$ cat src/rtl/xor_parity_scheduler.sv
// Round-robin scheduler sharing one 1-bit XOR stage between two requesters.
// The granted word is folded serially, one bit per clock, into its parity.
module xor_parity_scheduler #(
  parameter int WIDTH = 8
) (
  input  logic             clk,
  input  logic             rst_n,
  input  logic             req0,
  input  logic [WIDTH-1:0] data0,
  input  logic             req1,
  input  logic [WIDTH-1:0] data1,
  output logic             gnt0,
  output logic             gnt1,
  output logic             busy,
  output logic             done,
  output logic             parity,
  output logic             done_id
);

  localparam int CW = (WIDTH > 1) ? $clog2(WIDTH) : 1;

  localparam logic [1:0] S_IDLE = 2'd0;
  localparam logic [1:0] S_RUN  = 2'd1;
  localparam logic [1:0] S_DONE = 2'd2;

  logic [1:0]       state_q, state_d;
  logic [WIDTH-1:0] sh_q, sh_d;
  logic             acc_q, acc_d;
  logic [CW-1:0]    cnt_q, cnt_d;
  logic             id_q, id_d;
  logic             last_id_q, last_id_d;
  logic             gnt0_q, gnt0_d;
  logic             gnt1_q, gnt1_d;
  logic             busy_q, busy_d;
  logic             done_q, done_d;
  logic             parity_q, parity_d;
  logic             done_id_q, done_id_d;

  // The shared XOR resource: a ^ b
  logic xor_a, xor_b, xor_y;
  assign xor_a = acc_q;
  assign xor_b = sh_q[0];
  assign xor_y = xor_a ^ xor_b;

  // Requester 1 wins when alone, or on a tie when 0 was served last
  logic any_req, pick1, last_bit;
  assign any_req  = req0 | req1;
  assign pick1    = req1 & (~req0 | ~last_id_q);
  assign last_bit = (cnt_q == CW'(WIDTH - 1));

  always_comb begin
    state_d   = state_q;
    sh_d      = sh_q;
    acc_d     = acc_q;
    cnt_d     = cnt_q;
    id_d      = id_q;
    last_id_d = last_id_q;
    gnt0_d    = 1'b0;
    gnt1_d    = 1'b0;
    busy_d    = busy_q;
    done_d    = 1'b0;
    parity_d  = parity_q;
    done_id_d = done_id_q;
    unique case (state_q)
      S_IDLE: begin
        if (any_req) begin
          sh_d      = pick1 ? data1 : data0;
          acc_d     = 1'b0;
          cnt_d     = '0;
          id_d      = pick1;
          last_id_d = pick1;
          gnt0_d    = ~pick1;
          gnt1_d    = pick1;
          busy_d    = 1'b1;
          state_d   = S_RUN;
        end
      end
      S_RUN: begin
        acc_d = xor_y;
        sh_d  = sh_q >> 1;
        cnt_d = cnt_q + CW'(1);
        if (last_bit) begin
          state_d   = S_DONE;
          done_d    = 1'b1;
          parity_d  = xor_y;
          done_id_d = id_q;
        end
      end
      S_DONE: begin
        state_d = S_IDLE;
        busy_d  = 1'b0;
      end
      default: begin
        state_d = S_IDLE;
        busy_d  = 1'b0;
      end
    endcase
  end

  always_ff @(posedge clk or negedge rst_n) begin
    if (!rst_n) begin
      state_q   <= S_IDLE;
      sh_q      <= '0;
      acc_q     <= 1'b0;
      cnt_q     <= '0;
      id_q      <= 1'b0;
      last_id_q <= 1'b1;
      gnt0_q    <= 1'b0;
      gnt1_q    <= 1'b0;
      busy_q    <= 1'b0;
      done_q    <= 1'b0;
      parity_q  <= 1'b0;
      done_id_q <= 1'b0;
    end else begin
      state_q   <= state_d;
      sh_q      <= sh_d;
      acc_q     <= acc_d;
      cnt_q     <= cnt_d;
      id_q      <= id_d;
      last_id_q <= last_id_d;
      gnt0_q    <= gnt0_d;
      gnt1_q    <= gnt1_d;
      busy_q    <= busy_d;
      done_q    <= done_d;
      parity_q  <= parity_d;
      done_id_q <= done_id_d;
    end
  end

  assign gnt0    = gnt0_q;
  assign gnt1    = gnt1_q;
  assign busy    = busy_q;
  assign done    = done_q;
  assign parity  = parity_q;
  assign done_id = done_id_q;

endmodule
$ cat config.mk
export PLATFORM = sky130hd
export DESIGN_NAME = xor_parity_scheduler
export DESIGN_NICKNAME = d
export VERILOG_FILES = /design/src/rtl/xor_parity_scheduler.sv
export SDC_FILE = /design/constraint.sdc
export NUM_CORES = 1
export LEC_CHECK = 0
export ABC_AREA = 0
export CORE_MARGIN = 1.5
export CORE_UTILIZATION = 51
export DETAILED_ROUTE_END_ITERATION = 8
export GPL_TIMING_DRIVEN = 0
export HOLD_SLACK_MARGIN = 0.15
export PLACE_DENSITY_LB_ADDON = 0.25
export SLEW_MARGIN = 20
export SYNTH_ARGS = -nofsm -noshare
export SYNTH_HDL_FRONTEND = slang
export SYNTH_SLANG_ARGS = --single-unit
$ cat constraint.sdc
create_clock -name clk -period 3.1 [get_ports clk]
set_clock_uncertainty 0.15 [all_clocks]
set_input_delay 0.31 -clock clk [delete_from_list [all_inputs] [get_ports clk]]
set_output_delay 0.31 -clock clk [all_outputs]
set_load 0.1 [all_outputs]
==> results of run 1 <==
==> synthesized netlist by cell type, drive strengths merged (2+ instances only) <==
cell | instances | area (µm²)
nand2 | 9 | 33.78
a31oi | 2 | 18.77
mux2i | 11 | 110.1
inv | 11 | 41.29
dfrtp | 21 | 525.5
nor2 | 2 | 10.01
and2 | 5 | 33.78
a21oi | 3 | 15.01
o221ai | 7 | 61.31
ha | 2 | 25.02
buf | 3 | 23.77
a31o | 2 | 17.52
o21ai | 3 | 18.77
==> registers in the layout, summed over array words and instances (netlist names) <==
signal     flops
state_q        2
done           1
acc_q          1
cnt_q          3
parity         1
done_id        1
gnt0           1
id_q           1
last_id_q      1
gnt1           1
sh_q           8
busy           1
==> stage by stage <==
step / util [%] / hold WS [ns] / setup slack [ns] / power (mW)
6_report: 69.14 / 0.3358 / 0.8079 / 1.252
4_1_cts: 69.14 / 0.3450 / 0.7929 / 1.264
5_1_grt: 69.14 / 0.3629 / 0.7520 / 1.340
3_5_place_dp: 67.78 / 0.3202 / 1.151 / 1.135
2_1_floorplan: - / -0.1356 / 1.636 / 0.9670
3_3_place_gp: 67.78 / 0.3139 / 1.182 / 1.105
==> tightest hold or removal path, stage by stage, from the launching register on <==
cell,delay [ns]
dfrtp_1,0.36
nand2_1,0.05
o221ai_1,0.06
==> cell families (layout without fill, tap and decap cells) <==
logic type               after synthesis  in the layout  synth area share, %
multiplexers                          12             12                12.12
XOR/XNOR                               1              1               0.8486
adder cells (fa/ha/maj)                2              2                2.424
buffers and inverters                 14             43                6.303
AO/OA/AOI/OAI                         20             20                15.39
AND/OR/NAND/NOR                       19             19                9.455
flip-flops                            22             22                53.45
==> final cells by class <==
| class | count | area [µm²] |
|---|---|---|
| Fill cell | 168 | 599.3 |
| Sequential cell | 22 | 551.8 |
| Multi-Input combinational cell | 54 | 415.4 |
| Timing Repair Buffer | 25 | 250.2 |
| Inverter | 11 | 41.29 |
| Tap cell | 27 | 33.78 |
| Clock buffer | 4 | 26.28 |
| Buffer | 3 | 23.77 |
==> layer usage <==
metal | vias up | wire, µm | GRT usage (%)
li1 | 372 | - | -
met1 | 358 | 797 | 23.70
met2 | 17 | 946 | 34.40
met3 | 4 | 62 | 3.396
met4 | 0 | 32 | 9.730
met5 | - | 0 | 0
==> how the worst max path moves through the flow <==
stage,startpoint,end,cells after the start
after floorplan,cnt_q[0]$_DFFE_PN0P_,done_id$_DFFE_PN0P_,4
after global placement,done_id$_DFFE_PN0P_,done_id,1
after detailed placement,parity$_DFFE_PN0P_,parity,1
after CTS,parity$_DFFE_PN0P_,parity,1
after global routing,parity$_DFFE_PN0P_,parity,1
final,parity$_DFFE_PN0P_,parity,1
==> power by group <==
part	total [mW]	internal (mW)	switching [mW]
Clock	0.130	0.0500	0.0804
Sequential	0.484	0.409	0.0753
Combinational	0.637	0.242	0.394
==> results.md, run 1 <==
* Register bit total from synthesis at 22
* R2R Setup Slk at roughly 1.6 ns
* Largest net degree at the start of global routing at 23
* Outcome: completed
* Synth Flop Type: dfrtp_1
* Area after DPL at around 0.0013 mm²
* WHS Path Cells at 2
* Power Dens Cells at 932.2 mW/mm²
* Tcrit/Tclk final at about 74%
* CTS tree: built
* WL final at 1.838 mm
* Skew-Pair Late Insertion Delay at approximately 0.30 ns
* First-pass GRT wire length at roughly 3.0 mm
* Mapped Nets at between 100 and 150
* Setup violators final at 0
* Slowest-stage cell, CP: clkdlybuf4s50_1
* Top Family by Delay on Critical Path: buffers and inverters
* Crit path capture type: primary output
* Cts bufs inserted at 3
* Antenna-violating nets left at 0
* Final instance area at 0.001343 mm²
* Number of synthesized flops with an enable pin at 0
* Yosys cell types at 29
* Die W at around 48 µm
* Hold Startpoint: sh_q[7]$_DFFE_PN0P_
* Bufs and invs on worst path at 1
* WP data arrival at 1.83 ns
* # nets final at approximately 140
* CP Launch Type: register
* Site row count at 16
* TNS Setup at 0 ns
* Layout Cells excl Fill at approximately 150
* CTS Root Cell: clkbuf_4
* Worst R2R End: done_id$_DFFE_PN0P_
* Period minus WS final at 2.292 ns
* Die Ht at around 48 µm
* Maximum operating frequency at approximately 440 MHz
* DIE AREA at 0.002303 mm²
* Peak VDD IR at 0.5515 mV
* Worst-path fanout max at 2
* H-tree depth at 1
* Gr usage total at about a fifth
* Placed Cells at between 100 and 150
* Unrepaired setup endpoints after global routing: no
* Post-synthesis sequential area ratio at around 53%
* Mean area per synthesized cell at 11.47 µm²
* # diodes at 0
* Clock Pin Slew Worst Setup and Hold Paths at 0.12 ns
* Cts hold-fix bufs at 0
* Max incr delay on CP at about 1.1 ns
* Most common cell after layout, fill and taps aside: clkdlybuf4s50_1
* Mapped cell area at about 0.0010 mm²
* Drc violations at 0
* Hold EP: sh_q[6]$_DFFE_PN0P_
* IO Port Bufs at 25
* Number of global-route vias before repair at 710
* Endpoints failing hold at 0
* Routed vias at roughly 750
* Post-cts sizing count at 0
* HPWL after DPL at about 1.4 mm
* Async S/R FF share, synth at 100.0%
* WP data required at approximately 2.6 ns
* IO Count at 26
* Lkg Pwr at 0.6148 nW
* Synth-to-Final Area Change at 30.06%
* GP Congestion at approximately 0.74
* Crit-path cells: clkdlybuf4s50_1
* RR Startpoint: cnt_q[0]$_DFFE_PN0P_
* Relative slew slack at a little over a third
* Share of cells above drive strength 1 at roughly an eighth
* Worst r2r path cells at 4
* Worst-margin pin slew at roughly 0.96 ns
* HP Class: register to register
* Starting density of the core at between 50% and 60%
* Max-cap viol count at 0
* Initial DRC count at 8
* CP Class: register to primary output
* Avg WL per Cell at around 13 µm
* Synthesis Warnings at 0
* Cells after Synth at 90
* Total core area at 0.001942 mm²
* Vias per cell at just over 5
* Antenna violations before repair at 0
* Final global-route overflow total at 0
* CTS max path bufs at 2
* Most frequent cells in the layout: clkdlybuf4s50_1, dfrtp_1, inv_1, mux2i_1, nand2_1
* Slew Limit Fails at 0
* Post-CTS setup buffers at 0
* Clock Sinks at 22
* DR pass1 iterations at 4
Note: power is estimated with default switching activity, not from simulation.
==> run 2: changes to the inputs <==
Settings changed: CORE_UTILIZATION 51 to 47.
Clock period 3.1 ns to 2.4 ns, I/O delays scaled along.
==> run 2 against run 1 <==
Clock power up 55%. Via count shrank 0.13%. Die area up 8.0%. Total power increased by 31%. Hold slack worse by 0.070 ns. Cell area increased by 1.1%. Critical path depth unchanged. Setup slack worse by 0.61 ns. Clock-buffer cell count stayed put. Sequential share of layout area decreased by 0.45 points. Sequential cell count did not move.
==> results.md, run 2 (same netlist as run 1, synthesis figures left out) <==
* CP Class: register to primary output
* Largest net degree at the start of global routing at 23 (unchanged)
* IO Port Bufs at 25 (unchanged)
* Vias per cell at 5.102 (-0.81%)
* Total core area at 0.002022 mm² (+4.1%)
* Site row count at 16 (unchanged)
* Routed vias at 750 (-0.13%)
* Clock Pin Slew Worst Setup and Hold Paths at 0.12 ns (about the same)
* Tcrit/Tclk final at between 90% and 100%
* Antenna violations before repair at 0 (unchanged)
* Cts bufs inserted at 3 (unchanged)
* Gr usage total at 18.07% (-1.8 points)
* # nets final at 143 (+0.70%)
* Slowest-stage cell, CP: clkdlybuf4s50_1
* IO Count at 26 (unchanged)
* Initial DRC count at 13 (+5)
* Number of global-route vias before repair at 769 (+8.3%)
* CTS max path bufs at 2 (unchanged)
* Crit-path cells: clkdlybuf4s50_1
* Relative slew slack at 35.71% (+0.059 points)
* Lkg Pwr at 0.6250 nW (+1.7%)
* Unrepaired setup endpoints after global routing: no
* DIE AREA at 0.002487 mm² (+8.0%)
* Layout Cells excl Fill at 147 (+0.68%)
* Post-cts sizing count at 0 (unchanged)
* Endpoints failing hold at 0 (unchanged)
* Worst r2r path cells at 4 (unchanged)
* Placed Cells at 142 (unchanged)
* Skew-Pair Late Insertion Delay at 0.30 ns (about the same)
* H-tree depth at 1 (unchanged)
* Synth-to-Final Area Change at 31.51%
* Filler cells at 153 (-8.9%)
* HPWL after DPL at 1.320 mm (-5.1%)
* WL final at 1.830 mm (-0.44%)
* Crit path capture: busy
* Drc violations at 0 (unchanged)
* Most common cell after layout, fill and taps aside: clkdlybuf4s50_1
* CTS tree: built
* Largest register FFs at 8 (unchanged)
* Crit path capture type: primary output
* Largest register by flop count: sh_q
* TNS Setup at 0 ns (unchanged)
* Power Dens Cells at 1210 mW/mm² (+30%)
* Final global-route overflow total at 0 (unchanged)
* Avg WL per Cell at 12.45 µm (-1.1%)
* Share of cells above drive strength 1 at 14.17% (+1.6 points)
* Peak VDD IR at 0.6680 mV (+21%)
* DR pass1 iterations at 3 (-1)
* Max incr delay on CP at 1.13 ns (about the same)
* Maximum operating frequency at 454.9 MHz
* Slew Limit Fails at 0 (unchanged)
* Antenna-violating nets left at 0 (unchanged)
* First-pass GRT wire length at 3.401 mm (+12%)
* CP Launch Type: register
* Worst path depth at 1 (unchanged)
* Setup violators final at 0 (unchanged)
* Clock Sinks at 22 (unchanged)
* RR Startpoint: cnt_q[0]$_DFFE_PN0P_
* Most frequent cells in the layout: clkdlybuf4s50_1, dfrtp_1, inv_1, mux2i_1, nand2_1
* Worst-path fanout max at 2 (unchanged)
* HP Class: input port to async pin
* GP Congestion at 0.7727 (+3.8%)
* WP data arrival at 1.81 ns (-0.02 ns)
* Max-cap viol count at 0 (unchanged)
* Setup crit start: busy$_DFFE_PN0P_
* Overall power at 1.642 mW (+31%)
* Starting density of the core at 51.05% (-2.1 points)
* R2R Setup Slk at 0.86 ns (-0.73 ns)
* Bufs and invs on worst path at 1 (unchanged)
* Top Family by Delay on Critical Path: buffers and inverters
* Die W at 49.87 µm (+3.9%)
* Outcome: completed
* Worst-margin pin slew at 0.9613 ns (-0.0008763 ns)
* WP data required at 2.01 ns (-0.63 ns)
* CTS Root Cell: clkbuf_4
* Period minus WS final at approximately 2.2 ns
* # diodes at 0 (unchanged)
* Worst R2R End: done_id$_DFFE_PN0P_
* Largest registers: sh_q (8), cnt_q (3), state_q (2)
* Die Ht at 49.87 µm (+3.9%)
run 2: routing by layer:
metal	GRT usage (%)	part of all wire, %
met5	0	0
met4	6.944	0.71
met3	3.030	3.7
met2	30.00	49
met1	23.52	46
run 2: worst min path at each step:
stage,slack (ns),cells past startpoint,to,from
after floorplan,-0.21,0,acc_q$_DFFE_PN0P_,rst_n
after global placement,0.31,2,sh_q[3]$_DFFE_PN0P_,sh_q[4]$_DFFE_PN0P_
after detailed placement,0.32,1,id_q$_DFFE_PN0P_,id_q$_DFFE_PN0P_
after CTS,0.35,1,sh_q[1]$_DFFE_PN0P_,rst_n
after global routing,0.31,2,sh_q[0]$_DFFE_PN0P_,rst_n
final,0.27,2,sh_q[0]$_DFFE_PN0P_,rst_n
run 2: timing repair:
action | in CTS | in global routing
hold endpoints to repair | 0 | 22
buffers inserted | 0 | 0
hold buffers | 0 | 1
run 2: cell type report:
| type | count | area (µm²) | share of cell area (%) |
|---|---|---|---|
| buffer | 3 | 23.77 | 1.751 |
| clock buffer | 4 | 36.28 | 2.673 |
| inverter | 11 | 41.29 | 3.041 |
| multi-input combinational | 54 | 415.4 | 30.60 |
| sequential | 22 | 551.8 | 40.65 |
| tap | 27 | 33.78 | 2.488 |
| timing repair buffer | 26 | 255.2 | 18.80 |
run 2: power breakdown:
group	leakage, nW	total, mW	switching [mW]	internal (mW)
Combinational	0.330	0.814	0.500	0.313
Clock	0.0210	0.201	0.109	0.0925
Sequential	0.274	0.627	0.0995	0.528
run 2: stage by stage:
stage	instance area [µm²]	hold slack (ns)	util, %	setup WS [ns]
finish	1358	0.2656	67.14	0.2019
global route	1358	0.3138	67.14	0.1619
CTS	1353	0.3485	66.89	0.1928
detailed placement	1316	0.3248	65.10	0.5427
global placement	1316	0.3127	65.10	0.5481
floorplan	1032	-0.2056	-	0.9356
==> run 3: changes to the inputs <==
Settings changed: CELL_PAD_IN_SITES_DETAIL_PLACEMENT set to 1, CELL_PAD_IN_SITES_GLOBAL_PLACEMENT set to 1, CORE_UTILIZATION 47 to 37.
==> run 3 against run 2 <==
Core utilization decreased by 14 points. Setup slack got worse by 0.0068 ns. Non-clock buffer count unchanged. Sequential cell count unchanged. Clock power increased by 4%. Critical path depth unchanged. Fmax decreased by 0.31%. Sequential power about the same. Cell count increased by 2.0%. Sequential share of layout area decreased by 0.11 points. Largest cell class unchanged. Largest power group unchanged.
==> results.md, run 3 (same netlist as run 1, synthesis figures left out) <==
* Drc violations at 0 (unchanged)
* Synth-to-Final Area Change at 31.88%
* Skew-Pair Late Insertion Delay at 0.31 ns (about the same)
* GP Congestion at 0.7098 (-8.1%)
* Slowest-stage cell, CP: clkdlybuf4s50_1
* Unrepaired setup endpoints after global routing: no
* Period minus WS final at 2.205 ns (+0.006830 ns)
* Clock Sinks at 22 (unchanged)
* Power Dens Cells at 1222 mW/mm² (+1.0%)
* Outcome: completed
* Cts bufs inserted at 3 (unchanged)
* HPWL after DPL at 1.608 mm (+22%)
* Antenna violations before repair at 0 (unchanged)
* Avg WL per Cell at 14.77 µm (+19%)
* # diodes at 0 (unchanged)
* CP Launch Type: register
* Most frequent cells in the layout: clkdlybuf4s50_1, dfrtp_1, inv_1, mux2i_1, nand2_1
* Post-cts sizing count at 0 (unchanged)
* Slew Limit Fails at 0 (unchanged)
* Share of cells above drive strength 1 at 14.17% (unchanged)
* Worst-path fanout max at 2 (unchanged)
* Worst-margin pin slew at 0.9657 ns (+0.004342 ns)
* Most common cell after layout, fill and taps aside: clkdlybuf4s50_1
* Bufs and invs on worst path at 1 (unchanged)
* Post-CTS setup buffers at 0 (unchanged)
* H-tree depth at 1 (unchanged)
* Relative slew slack at 35.42% (-0.29 points)
* Initial DRC count at 5 (-8)
* DIE AREA at 0.003116 mm² (+25%)
* Largest register by flop count: sh_q
* Max incr delay on CP at 1.13 ns (about the same)
* Largest register FFs at 8 (unchanged)
* Top Family by Delay on Critical Path: buffers and inverters
* Total core area at 0.002567 mm² (+27%)
* Site row count at 18 (+2)
* Max-cap viol count at 0 (unchanged)
* WL final at 2.216 mm (+21%)
* CTS max path bufs at 2 (unchanged)
* Largest net degree at the start of global routing at 23 (unchanged)
* TNS Setup at 0 ns (unchanged)
* Die Ht at 55.82 µm (+12%)
* IO Count at 26 (unchanged)
* Largest registers: sh_q (8), cnt_q (3), state_q (2)
* WP data arrival at 1.81 ns (about the same)
* Peak VDD IR at 0.7007 mV (+4.9%)
* Antenna-violating nets left at 0 (unchanged)
* Starting density of the core at 40.20% (-11 points)
* Endpoints failing hold at 0 (unchanged)
* IO Port Bufs at 25 (unchanged)
* Crit-path cells: clkdlybuf4s50_1
* DR pass1 iterations at 3 (unchanged)
* First-pass GRT wire length at 3.905 mm (+15%)
* # nets final at 143 (unchanged)
* CTS tree: built
* Vias per cell at 5.200 (+1.9%)
* Setup violators final at 0 (unchanged)
* Gr usage total at 15.86% (-2.2 points)
* HP Class: input port to async pin
* Lkg Pwr at 0.6250 nW (unchanged)
* Final global-route overflow total at 0 (unchanged)
* Die W at 55.82 µm (+12%)
* WP data required at 2.01 ns (about the same)
* Cts hold-fix bufs at 0 (unchanged)
* Area after DPL at 0.001320 mm² (+0.29%)
* Crit path capture type: primary output
* Clock Pin Slew Worst Setup and Hold Paths at 0.13 ns (about the same)
* Maximum operating frequency at 453.5 MHz (-0.31%)
* Final instance area at 0.001361 mm² (+0.28%)
* Routed vias at 780 (+4.0%)
* CTS Root Cell: clkbuf_4
* CP Class: register to primary output
* Tcrit/Tclk final at 91.87% (+0.28 points)
* Number of global-route vias before repair at 877 (+14%)
[run 3: per-stage QoR]
| step | setup WS, ns | power [mW] | hold slack, ns | utilization [%] | instances |
|---|---|---|---|---|---|
| after global placement | 0.5412 | 1.439 | 0.3152 | 51.41 | 145 |
| after floorplan | 0.9356 | 1.249 | -0.2056 | - | 90 |
| final | 0.1951 | 1.664 | 0.2642 | 53.02 | 150 |
| after detailed placement | 0.5443 | 1.474 | 0.3231 | 51.41 | 145 |
| after CTS | 0.1839 | 1.681 | 0.3476 | 52.83 | 149 |
| after global routing | 0.1331 | 1.781 | 0.3261 | 53.02 | 150 |
[run 3: layout make-up]
type / count / area [µm²]
buffer: 3 / 23.77
clock buffer: 4 / 36.28
fill: 289 / 1206
inverter: 11 / 41.29
multi-input combinational: 54 / 415.4
sequential: 22 / 551.8
tap: 30 / 37.54
timing repair buffer: 26 / 255.2
[run 3: worst paths after layout]
kind | to | cells past startpoint | start | slack [ns]
max reg2reg | done_id$_DFFE_PN0P_ | 4 | cnt_q[0]$_DFFE_PN0P_ | 0.86
min | sh_q[1]$_DFFE_PN0P_ | 2 | rst_n | 0.26
max | done_id | 1 | done_id$_DFFE_PN0P_ | 0.20
max in group asynchronous | last_id_q$_DFFE_PN1P_ | 2 | rst_n | 1.48
min in group clk | cnt_q[0]$_DFFE_PN0P_ | 1 | cnt_q[0]$_DFFE_PN0P_ | 0.35
min reg2reg | cnt_q[0]$_DFFE_PN0P_ | 1 | cnt_q[0]$_DFFE_PN0P_ | 0.35
[run 3: per-layer routing]
metal | track usage [%] | part of all wire [%] | vias to the layer above
met2 | 28.91 | 50 | 20
met4 | 3.061 | 0.59 | 0
met1 | 18.37 | 45 | 384
li1 | - | - | 374
met3 | 4.884 | 4.5 | 2
met5 | 0 | 0 | -
[run 3: where the power goes]
group	total, mW	switching [mW]	internal [mW]
Clock	0.209	0.117	0.0927
Combinational	0.826	0.513	0.313
Sequential	0.628	0.100	0.528
